File: src/rtl/mem_arbiter_pkg.sv
`default_nettype none
// ============================================================================
//  Module   : mem_arbiter_pkg
//  Brief    : Shared types and defaults for the fetch/data SRAM arbiter.
//  Revision : 1.0 - initial release
// ============================================================================
package mem_arbiter_pkg;

    localparam int c_WAIT_CYCLES_DEFAULT = 3;
    localparam int c_SRAM_AW_DEFAULT     = 16;

    typedef enum logic [2:0] {
        ST_IDLE     = 3'd0,
        ST_IF_ACC   = 3'd1,
        ST_MEM_ACC  = 3'd2,
        ST_IF_DONE  = 3'd3,
        ST_MEM_DONE = 3'd4
    } arb_state_t;

    // The timer counts the remaining access cycles down to zero.
    function automatic logic [3:0] timer_preset(input int wait_cycles);
        return 4'(wait_cycles - 1);
    endfunction

endpackage : mem_arbiter_pkg
`default_nettype wire

File: src/rtl/mem_arbiter_if.sv
`default_nettype none
// ============================================================================
//  Module   : mem_arbiter_if
//  Brief    : Fetch, data and SRAM handshake bundle around the arbiter.
//  Revision : 1.0 - initial release
// ============================================================================
interface mem_arbiter_if
    import mem_arbiter_pkg::*;
#(
    parameter int SRAM_AW = c_SRAM_AW_DEFAULT
) ();

    logic               if_req;
    logic [31:0]        if_addr;
    logic               if_flush;
    logic [31:0]        if_rdata;
    logic               if_ready;
    logic               if_freeze;

    logic               mem_rd_en;
    logic               mem_wr_en;
    logic [31:0]        mem_addr;
    logic [31:0]        mem_wdata;
    logic [31:0]        mem_rdata;
    logic               mem_ready;
    logic               mem_freeze;

    logic               sram_en;
    logic               sram_we;
    logic [SRAM_AW-1:0] sram_addr;
    logic [31:0]        sram_wdata;
    logic [31:0]        sram_rdata;

    // Arbiter side
    modport slave (
        input  if_req, if_addr, if_flush, mem_rd_en, mem_wr_en, mem_addr, mem_wdata, sram_rdata,
        output if_rdata, if_ready, if_freeze, mem_rdata, mem_ready, mem_freeze,
               sram_en, sram_we, sram_addr, sram_wdata
    );

    // Pipeline and SRAM side
    modport master (
        output if_req, if_addr, if_flush, mem_rd_en, mem_wr_en, mem_addr, mem_wdata, sram_rdata,
        input  if_rdata, if_ready, if_freeze, mem_rdata, mem_ready, mem_freeze,
               sram_en, sram_we, sram_addr, sram_wdata
    );

endinterface : mem_arbiter_if
`default_nettype wire

File: src/rtl/mem_arbiter_access_timer.sv
`default_nettype none
// ============================================================================
//  Module   : access_timer
//  Brief    : 4-bit loadable down-counter with a zero flag; stops at zero.
//  Revision : 1.0 - initial release
// ============================================================================
module access_timer (
    input  wire logic       clk,
    input  wire logic       rst,
    input  wire logic       i_load,
    input  wire logic [3:0] i_load_val,
    input  wire logic       i_dec,
    output logic            o_zero
);

    logic [3:0] r_count;

    always_ff @(posedge clk or posedge rst) begin
        if (rst) begin
            r_count <= 4'd0;
        end else if (i_load) begin
            r_count <= i_load_val;
        end else if (i_dec && (r_count != 4'd0)) begin
            r_count <= r_count - 4'd1;
        end
    end

    assign o_zero = (r_count == 4'd0);

endmodule : access_timer
`default_nettype wire

File: src/rtl/mem_arbiter.sv
`default_nettype none
// ============================================================================
//  Module   : mem_arbiter
//  Brief    : Shares one single-port SRAM between fetch and data stages,
//             data first, fixed WAIT_CYCLES access time.
//  Revision : 1.0 - initial release
// ============================================================================
module mem_arbiter
    import mem_arbiter_pkg::*;
#(
    parameter int WAIT_CYCLES = c_WAIT_CYCLES_DEFAULT,
    parameter int SRAM_AW     = c_SRAM_AW_DEFAULT
) (
    input  wire logic    clk,
    input  wire logic    rst,
    mem_arbiter_if.slave bus
);

    localparam logic [3:0] c_TIMER_LOAD = timer_preset(WAIT_CYCLES);

    arb_state_t         r_state;
    logic [SRAM_AW-1:0] r_word_addr;
    logic [31:0]        r_wdata;
    logic               r_sram_en;
    logic               r_sram_we;
    logic               r_drop;
    logic [31:0]        r_if_rdata;
    logic [31:0]        r_mem_rdata;
    logic               r_if_ready;
    logic               r_mem_ready;

    logic w_mem_req;
    logic w_if_grantable;
    logic w_grant;
    logic w_in_acc;
    logic w_timer_zero;
    logic w_unused_addr_bits;

    assign w_mem_req      = bus.mem_rd_en | bus.mem_wr_en;
    assign w_if_grantable = bus.if_req & ~bus.if_flush;
    assign w_grant        = (r_state == ST_IDLE) & (w_mem_req | w_if_grantable);
    assign w_in_acc       = (r_state == ST_IF_ACC) | (r_state == ST_MEM_ACC);

    // Byte-offset and high address bits never reach the word-addressed SRAM.
    assign w_unused_addr_bits = ^{bus.if_addr[31:SRAM_AW+2],  bus.if_addr[1:0],
                                  bus.mem_addr[31:SRAM_AW+2], bus.mem_addr[1:0]};

    access_timer u_timer (
        .clk        (clk),
        .rst        (rst),
        .i_load     (w_grant),
        .i_load_val (c_TIMER_LOAD),
        .i_dec      (w_in_acc),
        .o_zero     (w_timer_zero)
    );

    always_ff @(posedge clk or posedge rst) begin
        if (rst) begin
            r_state     <= ST_IDLE;
            r_word_addr <= '0;
            r_wdata     <= '0;
            r_sram_en   <= 1'b0;
            r_sram_we   <= 1'b0;
            r_drop      <= 1'b0;
            r_if_rdata  <= '0;
            r_mem_rdata <= '0;
            r_if_ready  <= 1'b0;
            r_mem_ready <= 1'b0;
        end else begin
            r_if_ready  <= 1'b0;
            r_mem_ready <= 1'b0;
            unique case (r_state)
                ST_IDLE: begin
                    r_drop <= 1'b0;
                    if (w_mem_req) begin
                        r_word_addr <= bus.mem_addr[SRAM_AW+1:2];
                        r_wdata     <= bus.mem_wdata;
                        r_sram_en   <= 1'b1;
                        r_sram_we   <= bus.mem_wr_en;
                        r_state     <= ST_MEM_ACC;
                    end else if (w_if_grantable) begin
                        r_word_addr <= bus.if_addr[SRAM_AW+1:2];
                        r_sram_en   <= 1'b1;
                        r_sram_we   <= 1'b0;
                        r_state     <= ST_IF_ACC;
                    end
                end
                ST_IF_ACC: begin
                    if (bus.if_flush) begin
                        r_drop <= 1'b1;
                    end
                    if (w_timer_zero) begin
                        // A flush in the final access cycle still suppresses the pulse.
                        r_if_rdata <= bus.sram_rdata;
                        r_sram_en  <= 1'b0;
                        r_if_ready <= ~(r_drop | bus.if_flush);
                        r_state    <= ST_IF_DONE;
                    end
                end
                ST_MEM_ACC: begin
                    if (w_timer_zero) begin
                        if (!r_sram_we) begin
                            r_mem_rdata <= bus.sram_rdata;
                        end
                        r_sram_en   <= 1'b0;
                        r_sram_we   <= 1'b0;
                        r_mem_ready <= 1'b1;
                        r_state     <= ST_MEM_DONE;
                    end
                end
                ST_IF_DONE: begin
                    r_drop  <= 1'b0;
                    r_state <= ST_IDLE;
                end
                ST_MEM_DONE: begin
                    r_drop  <= 1'b0;
                    r_state <= ST_IDLE;
                end
                default: begin
                    r_state <= ST_IDLE;
                end
            endcase
        end
    end

    assign bus.sram_en    = r_sram_en;
    assign bus.sram_we    = r_sram_we;
    assign bus.sram_addr  = r_word_addr;
    assign bus.sram_wdata = r_wdata;
    assign bus.if_rdata   = r_if_rdata;
    assign bus.if_ready   = r_if_ready;
    assign bus.mem_rdata  = r_mem_rdata;
    assign bus.mem_ready  = r_mem_ready;
    assign bus.if_freeze  = bus.if_req & ~r_if_ready;
    assign bus.mem_freeze = w_mem_req & ~r_mem_ready;

endmodule : mem_arbiter
`default_nettype wire

File: src/flat_wrapper.sv
// flat-port wrapper written by rule: the top's interface ports become plain ports
module mem_arbiter_flat import mem_arbiter_pkg::*;
#(
    parameter int WAIT_CYCLES = c_WAIT_CYCLES_DEFAULT,
    parameter int SRAM_AW     = c_SRAM_AW_DEFAULT
)
  (clk, rst, bus_if_req, bus_if_addr, bus_if_flush, bus_mem_rd_en, bus_mem_wr_en, bus_mem_addr, bus_mem_wdata, bus_sram_rdata, bus_if_rdata, bus_if_ready, bus_if_freeze, bus_mem_rdata, bus_mem_ready, bus_mem_freeze, bus_sram_en, bus_sram_we, bus_sram_addr, bus_sram_wdata);
  mem_arbiter_if #(.SRAM_AW(SRAM_AW)) bus_i ();
  input  wire logic clk;
  input  wire logic rst;
  input wire logic [$bits(bus_i.if_req)-1:0] bus_if_req;
  input wire logic [$bits(bus_i.if_addr)-1:0] bus_if_addr;
  input wire logic [$bits(bus_i.if_flush)-1:0] bus_if_flush;
  input wire logic [$bits(bus_i.mem_rd_en)-1:0] bus_mem_rd_en;
  input wire logic [$bits(bus_i.mem_wr_en)-1:0] bus_mem_wr_en;
  input wire logic [$bits(bus_i.mem_addr)-1:0] bus_mem_addr;
  input wire logic [$bits(bus_i.mem_wdata)-1:0] bus_mem_wdata;
  input wire logic [$bits(bus_i.sram_rdata)-1:0] bus_sram_rdata;
  output wire logic [$bits(bus_i.if_rdata)-1:0] bus_if_rdata;
  output wire logic [$bits(bus_i.if_ready)-1:0] bus_if_ready;
  output wire logic [$bits(bus_i.if_freeze)-1:0] bus_if_freeze;
  output wire logic [$bits(bus_i.mem_rdata)-1:0] bus_mem_rdata;
  output wire logic [$bits(bus_i.mem_ready)-1:0] bus_mem_ready;
  output wire logic [$bits(bus_i.mem_freeze)-1:0] bus_mem_freeze;
  output wire logic [$bits(bus_i.sram_en)-1:0] bus_sram_en;
  output wire logic [$bits(bus_i.sram_we)-1:0] bus_sram_we;
  output wire logic [$bits(bus_i.sram_addr)-1:0] bus_sram_addr;
  output wire logic [$bits(bus_i.sram_wdata)-1:0] bus_sram_wdata;
  assign bus_i.if_req = bus_if_req;
  assign bus_i.if_addr = bus_if_addr;
  assign bus_i.if_flush = bus_if_flush;
  assign bus_i.mem_rd_en = bus_mem_rd_en;
  assign bus_i.mem_wr_en = bus_mem_wr_en;
  assign bus_i.mem_addr = bus_mem_addr;
  assign bus_i.mem_wdata = bus_mem_wdata;
  assign bus_i.sram_rdata = bus_sram_rdata;
  assign bus_if_rdata = bus_i.if_rdata;
  assign bus_if_ready = bus_i.if_ready;
  assign bus_if_freeze = bus_i.if_freeze;
  assign bus_mem_rdata = bus_i.mem_rdata;
  assign bus_mem_ready = bus_i.mem_ready;
  assign bus_mem_freeze = bus_i.mem_freeze;
  assign bus_sram_en = bus_i.sram_en;
  assign bus_sram_we = bus_i.sram_we;
  assign bus_sram_addr = bus_i.sram_addr;
  assign bus_sram_wdata = bus_i.sram_wdata;
  mem_arbiter #(.WAIT_CYCLES(WAIT_CYCLES), .SRAM_AW(SRAM_AW)) u_core (.clk(clk), .rst(rst), .bus(bus_i));
endmodule
File: config.mk
export PLATFORM = sky130hd
export DESIGN_NAME = mem_arbiter_flat
export DESIGN_NICKNAME = d
export VERILOG_FILES = /design/src/rtl/mem_arbiter_pkg.sv /design/src/rtl/mem_arbiter_if.sv /design/src/rtl/mem_arbiter_access_timer.sv /design/src/rtl/mem_arbiter.sv /design/src/flat_wrapper.sv
export SDC_FILE = /design/constraint.sdc
export NUM_CORES = 1
export LEC_CHECK = 0
export ABC_AREA = 1
export BUFFER_PORTS_ARGS = -buffer_cell sky130_fd_sc_hd__buf_2
export CAP_MARGIN = 10
export CORE_AREA = 2 2 149 151
export CTS_CLUSTER_SIZE = 10
export DETAILED_ROUTE_END_ITERATION = 8
export DIE_AREA = 0 0 151 153
export SLEW_MARGIN = 10
export SYNTH_ARGS = -nofsm -noshare
export SYNTH_HDL_FRONTEND = slang
export SYNTH_SLANG_ARGS = --single-unit
File: constraint.sdc
create_clock -name clk -period 12.4 [get_ports clk]
set_clock_uncertainty 0.05 [all_clocks]
set_input_delay 3.1 -clock clk [delete_from_list [all_inputs] [get_ports clk]]
set_output_delay 3.1 -clock clk [all_outputs]
set_load 0.005 [all_outputs]
# --- Yosys cells after proc, flatten, opt, wreduce, memory -nomap -nowiden ---
# Cells that the tools add are included.
word_totals:
  input_bits: 134
  regBits: 124
op_classes:
  reduce_logical: 19
  addsub: 1
  n_bitwise: 13
  mux: 22
  eq_ne: 9
ops:
  columns: ["op", "count"]
  rows:
  - ["2-to-1 mux 16 bit", 2]
  - ["2-to-1 mux 3 bit", 4]
  - ["AND reduction 3 bit", 4]
  - ["2-to-1 mux 1 bit", 10]
  - ["nonzero test 2 bit", 5]
  - ["case mux 3 bit (3 select lines)", 1]
  - ["2-to-1 mux 4 bit", 2]
  - ["AND reduction 2 bit", 4]
  - ["== test 3 x 2 -> 1 bit, second input constant", 2]
  - ["!= test 2 bit, second input constant", 3]
  - ["case mux 1 bit (2 select lines)", 3]
  - ["inverter 1 bit", 5]
  - ["bitwise AND 1 bit", 4]
  - ["logical NOT 4 bit", 1]
  - ["bitwise OR 1 bit", 4]
  - ["nonzero test 4 bit", 1]
  - ["subtractor 4 x 1 -> 4 bit, second input constant", 1]
  - ["== test 3 x 1 -> 1 bit, second input constant", 1]
  - ["== test 3 bit, second input constant", 1]
  - ["logical NOT 3 bit", 1]
  - ["!= test 3 x 1 -> 1 bit, second input constant", 1]
  - ["OR reduction 3 bit", 1]
  - ["!= test 2 x 1 -> 1 bit, second input constant", 1]
  - ["OR reduction 2 bit", 1]
  - ["logical AND 1 bit", 1]

# --- Longest topological paths before layout ---
logic_depth:
  depth_word: 5
  depth_mapped: 9
  ltp_nobuf: 8

# --- Cells and area by module ---
# A second synthesis with hierarchy kept.
unflattened:
  hier_cells: 601
  hier_area_um2: 5370.2
modules_own_cells:
  columns: ["module", "seq_area_each_um2", "area_each_um2", "cells_each", "n_inst"]
  rows:
  - ["mem_arbiter", 3002.9, 5071.1, 554, 1]
  - ["access_timer", 100.1, 299.0, 47, 1]

# --- Worst setup path after synthesis ---
# No wires, ideal clock.
synth_path:
  path_kind: "input to output"
  from: "input bus_mem_rd_en"
  to: "output bus_mem_freeze"
  arrival_ps: 3628
  path_stages: 5
  path_buffers: 1
  path_slack_ps: 5622
  path_cell_list: "inv_1 > nand2_2 > inv_2 > buf_2 > nor2_1"
synth_via:
  elab_chain_cells: 2
synth_rtl:
  columns: ["item", "line_no", "rtl"]
  rows:
  - ["from (decl)", "flat_wrapper.sv:14", "input wire logic [$bits(bus_i.mem_rd_en)-1:0] bus_mem_rd_en;"]
  - ["bitwise OR 1 bit", "mem_arbiter.sv:39", "assign w_mem_req = bus.mem_rd_en | bus.mem_wr_en;"]
  - ["bitwise AND 1 bit", "mem_arbiter.sv:135", "assign bus.mem_freeze = w_mem_req & ~r_mem_ready;"]
  - ["to (decl)", "flat_wrapper.sv:24", "output wire logic [$bits(bus_i.mem_freeze)-1:0] bus_mem_freeze;"]
# Every way passes these cells.

# --- Final worst setup path ---
layout_path:
  from: "input bus_mem_wr_en"
  to: "output bus_mem_freeze"
layout_via:
  elab_chain_cells: 2
layout_rtl:
  columns: ["item", "line_no", "rtl"]
  rows:
  - ["from (decl)", "flat_wrapper.sv:15", "input wire logic [$bits(bus_i.mem_wr_en)-1:0] bus_mem_wr_en;"]
  - ["bitwise OR 1 bit", "mem_arbiter.sv:39", null]
  - ["bitwise AND 1 bit", "mem_arbiter.sv:135", null]
# Every way passes these cells.

==> metrics.md <==
| Metric | Value |
|---|---|
| Post-route insts no fill | 1,117 |
| Total negative slack | 0 ns |
| Vias in the first global route | roughly 4,700 |
| GPL Wtd Cong | 0.763 |
| Synth Area in Simple Gates | 0.310 |
| Met1 WL | 7.16 mm |
| Initial antenna violation count | 0 |
| Worst EP arrival | between 3 and 4 ns |
| Detailed Route Iter0 Violations | around 180 |
| Max_slew headroom | 0.224 |
| Area growth syn-to-layout | 35.8% |
| Core Box Area | 21,500 um2 |
| Synth Register Bits | 124 |
| Drt first pass iters | 4 |
| Metal2 WL | 6.80 mm |
| Synth Area in Compound Gates | 0.0402 |
| I/O pin total | 252 |
| DRT antenna net count | 0 |
| Power Density | 261 nW/um2 |
| Avg Inst Size Synth | 8.54 um2 |
| Global-route wire length before repair | ~24 mm |
| Max-slew violations | 0 |
| Peak supply drop | 110 uV |
| Most frequent cells in the layout | nand2_1, buf_2, dfrtp_1 |
| Leakage | 3.97 nW |
| Max layer used | met4 |
| Number of synthesized flops with an enable pin | 0 |
| Initial Utilization | 0.245 |
| Critical Path Fanout Max | 17 |
| Largest net degree at the start of global routing | between 60 and 70 |
| Commonest non-fill, non-tap cell in the layout | nand2_1 |
| Reg2reg setup slack | between 9 and 10 ns |
| CTS tree | yes |
| Die Width | ~150 um |
| Number of buffers inserted by hold repair at cts | 0 |
| Yosys warns | 0 |
| Max Cap Viol | 0 |
| CTS buffer count | 17 |
| Via count | roughly 4,800 |
| Post-synth ARST share | 1.00 |
| Final worst-path cycle share | 0.558 |
| Synthesized net count | 751 |
| Total wire length | 15.3 mm |
| RSZ-0062 raised after global routing | false |
| Crit. End Element | primary output |
| CTS max path bufs | 2 |
| Final Hold Viols | 0 |
| Placed Instances | between 1,000 and 1,500 |
| Worst-skew pair later-pin latency | around 0.40 ns |
| Post-Syn Area | 5260 um2 |
| F_max | 144 MHz |
| Detailed Place HPWL | 9.97 mm |
| Final setup vio count | 0 |
| Share of cells above drive strength 1 | 0.323 |
| Final Net Count | about 960 |
| WP data required | 9.25 ns |
| PortBufs | 219 |
| Setup crit start kind | input port |
| # diodes | 0 |
| Post-route minimum period | just under 7 ns |
| Hold crit path type | reg2reg |
| Die height | around 150 um |
| Cell variety after synth | 25 |
| Main synth FF type | dfrtp_1 |
| Mapped Cells | 616 |
| Gr ovfl total | 0 |
| Largest family of logic cells by synthesized area | simple AND/OR/NAND/NOR gates |
| Post-synthesis sequential area ratio | 0.590 |
| H-tree depth | 4 |
| Status | finished clean |
| FP Rows | 54 |
| Via density | 4.27 |
| Setup Crit Path Kind | in2out |
| Full die area | 23,100 um2 |
| Post-synthesis mux area share | 0 |
| Met3 WL | roughly 960 um |
| Total Routing Usage GR | 0.135 |
| # clock sinks | 124 |
| Post-CTS Resized | 0 |
| Clk slew on worst S/H paths | around 0.060 ns |
| WL per Instance | 13.7 um |
| Worst Max-Slew Pin Slew | 1.16 ns |
| Post-CTS Setup Inserts | 0 |
| Clk root buf | clkbuf_16 |
| DR DRC count | 0 |
| XOR/XNOR Fraction of Synth Area | 0.00167 |
| Fraction of the mapped netlist area in adder cells | 0.00238 |
-- cells in the mapped netlist (2+ instances only) --
library cell  number  area, um2
buf_4              9       67.6
nand3_1           78        390
o21ai_1            4       20.0
inv_1             12       45.0
inv_2              9       33.8
nand2_2            2       12.5
clkbuf_1           6       22.5
dfrtp_1          124       3100
clkbuf_2           2       10.0
buf_2             12       60.1
o21ai_0           34        170
nand2_1          305       1140
buf_6              4       45.0
nor2_1             4       15.0
-- routing by layer --
| layer | global-route usage | vias to the layer above |
|---|---|---|
| met5 | 0 | - |
| met4 | 0.0561 | 0 |
| met3 | 0.0394 | 25 |
| met2 | 0.209 | 150 |
| met1 | 0.175 | 2236 |
| li1 | - | 2354 |
-- per-stage QoR --
stage	hold WS [ns]	cell area, um2	worst slack (ns)	util	power, mW
6_report	0.394	7140	5.48	0.332	1.87
3_5_place_dp	0.390	6530	5.46	0.304	1.37
3_3_place_gp	0.379	6530	5.48	0.304	1.36
4_1_cts	0.398	7140	5.46	0.332	1.90
5_1_grt	0.421	7140	5.40	0.332	2.03
2_1_floorplan	0.363	5260	5.62	-	1.07
-- registers in the layout, summed over array words and instances (netlist names) --
name	flops
u_core.r_drop	1
u_core.bus.sram_we	1
u_core.bus.sram_wdata	32
u_core.bus.mem_ready	1
u_core.bus.mem_rdata	32
u_core.bus.sram_addr	16
u_core.bus.sram_en	1
u_core.bus.if_ready	1
u_core.u_timer.r_count	4
u_core.bus.if_rdata	32
u_core.r_state	3
-- cell families (layout without fill, tap and decap cells) --
kind of cell / count (synthesis) / count (layout)
and+or+nand+nor: 395 / 395
AOI/OAI and AO/OA: 40 / 40
adders and majority gates: 1 / 1
buffers and inverters: 55 / 276
xor gates and xnor gates: 1 / 1
DFF: 124 / 124
-- power breakdown --
group / switching [mW] / internal, mW
combinational: 0.401 / 0.252
sequential: 0.0960 / 0.600
clock: 0.185 / 0.332
-- critical path, stage by stage --
cell	delay (ns)
buf_2	0.12
inv_1	0.06
nand2_2	0.05
inv_2	0.22
nor2_1	0.07
buf_2	0.13
-- worst paths after layout --
path                                               startpoint                               endpoint  cells after the start
worst min-delay path                u_core.r_drop$_DFFE_PP0P_          u_core.bus.if_ready$_DFF_PP0_                      1
min in group asynchronous                                 rst  u_core.bus.sram_wdata[18]$_DFFE_PP0P_                      2
worst max register to register  u_core.r_state[1]$_DFFE_PP0P_  u_core.bus.sram_wdata[31]$_DFFE_PP0P_                      6
max in group asynchronous                                 rst    u_core.bus.if_rdata[17]$_DFFE_PP0P_                      3
worst max-delay path                            bus_mem_wr_en                         bus_mem_freeze                      6
worst min register to register      u_core.r_drop$_DFFE_PP0P_          u_core.bus.if_ready$_DFF_PP0_                      1
-- layout make-up --
| class | instances | area [um2] |
|---|---|---|
| fillers | 2306 | 14300 |
| flip-flops and latches | 124 | 3100 |
| multi-input cells | 437 | 1870 |
| repair buffers | 222 | 1120 |
| clock buffers | 22 | 474 |
| well taps | 280 | 350 |
| clock inverters | 10 | 138 |
| inverters | 22 | 90.1 |
Note: power is estimated with default switching activity, not from simulation.
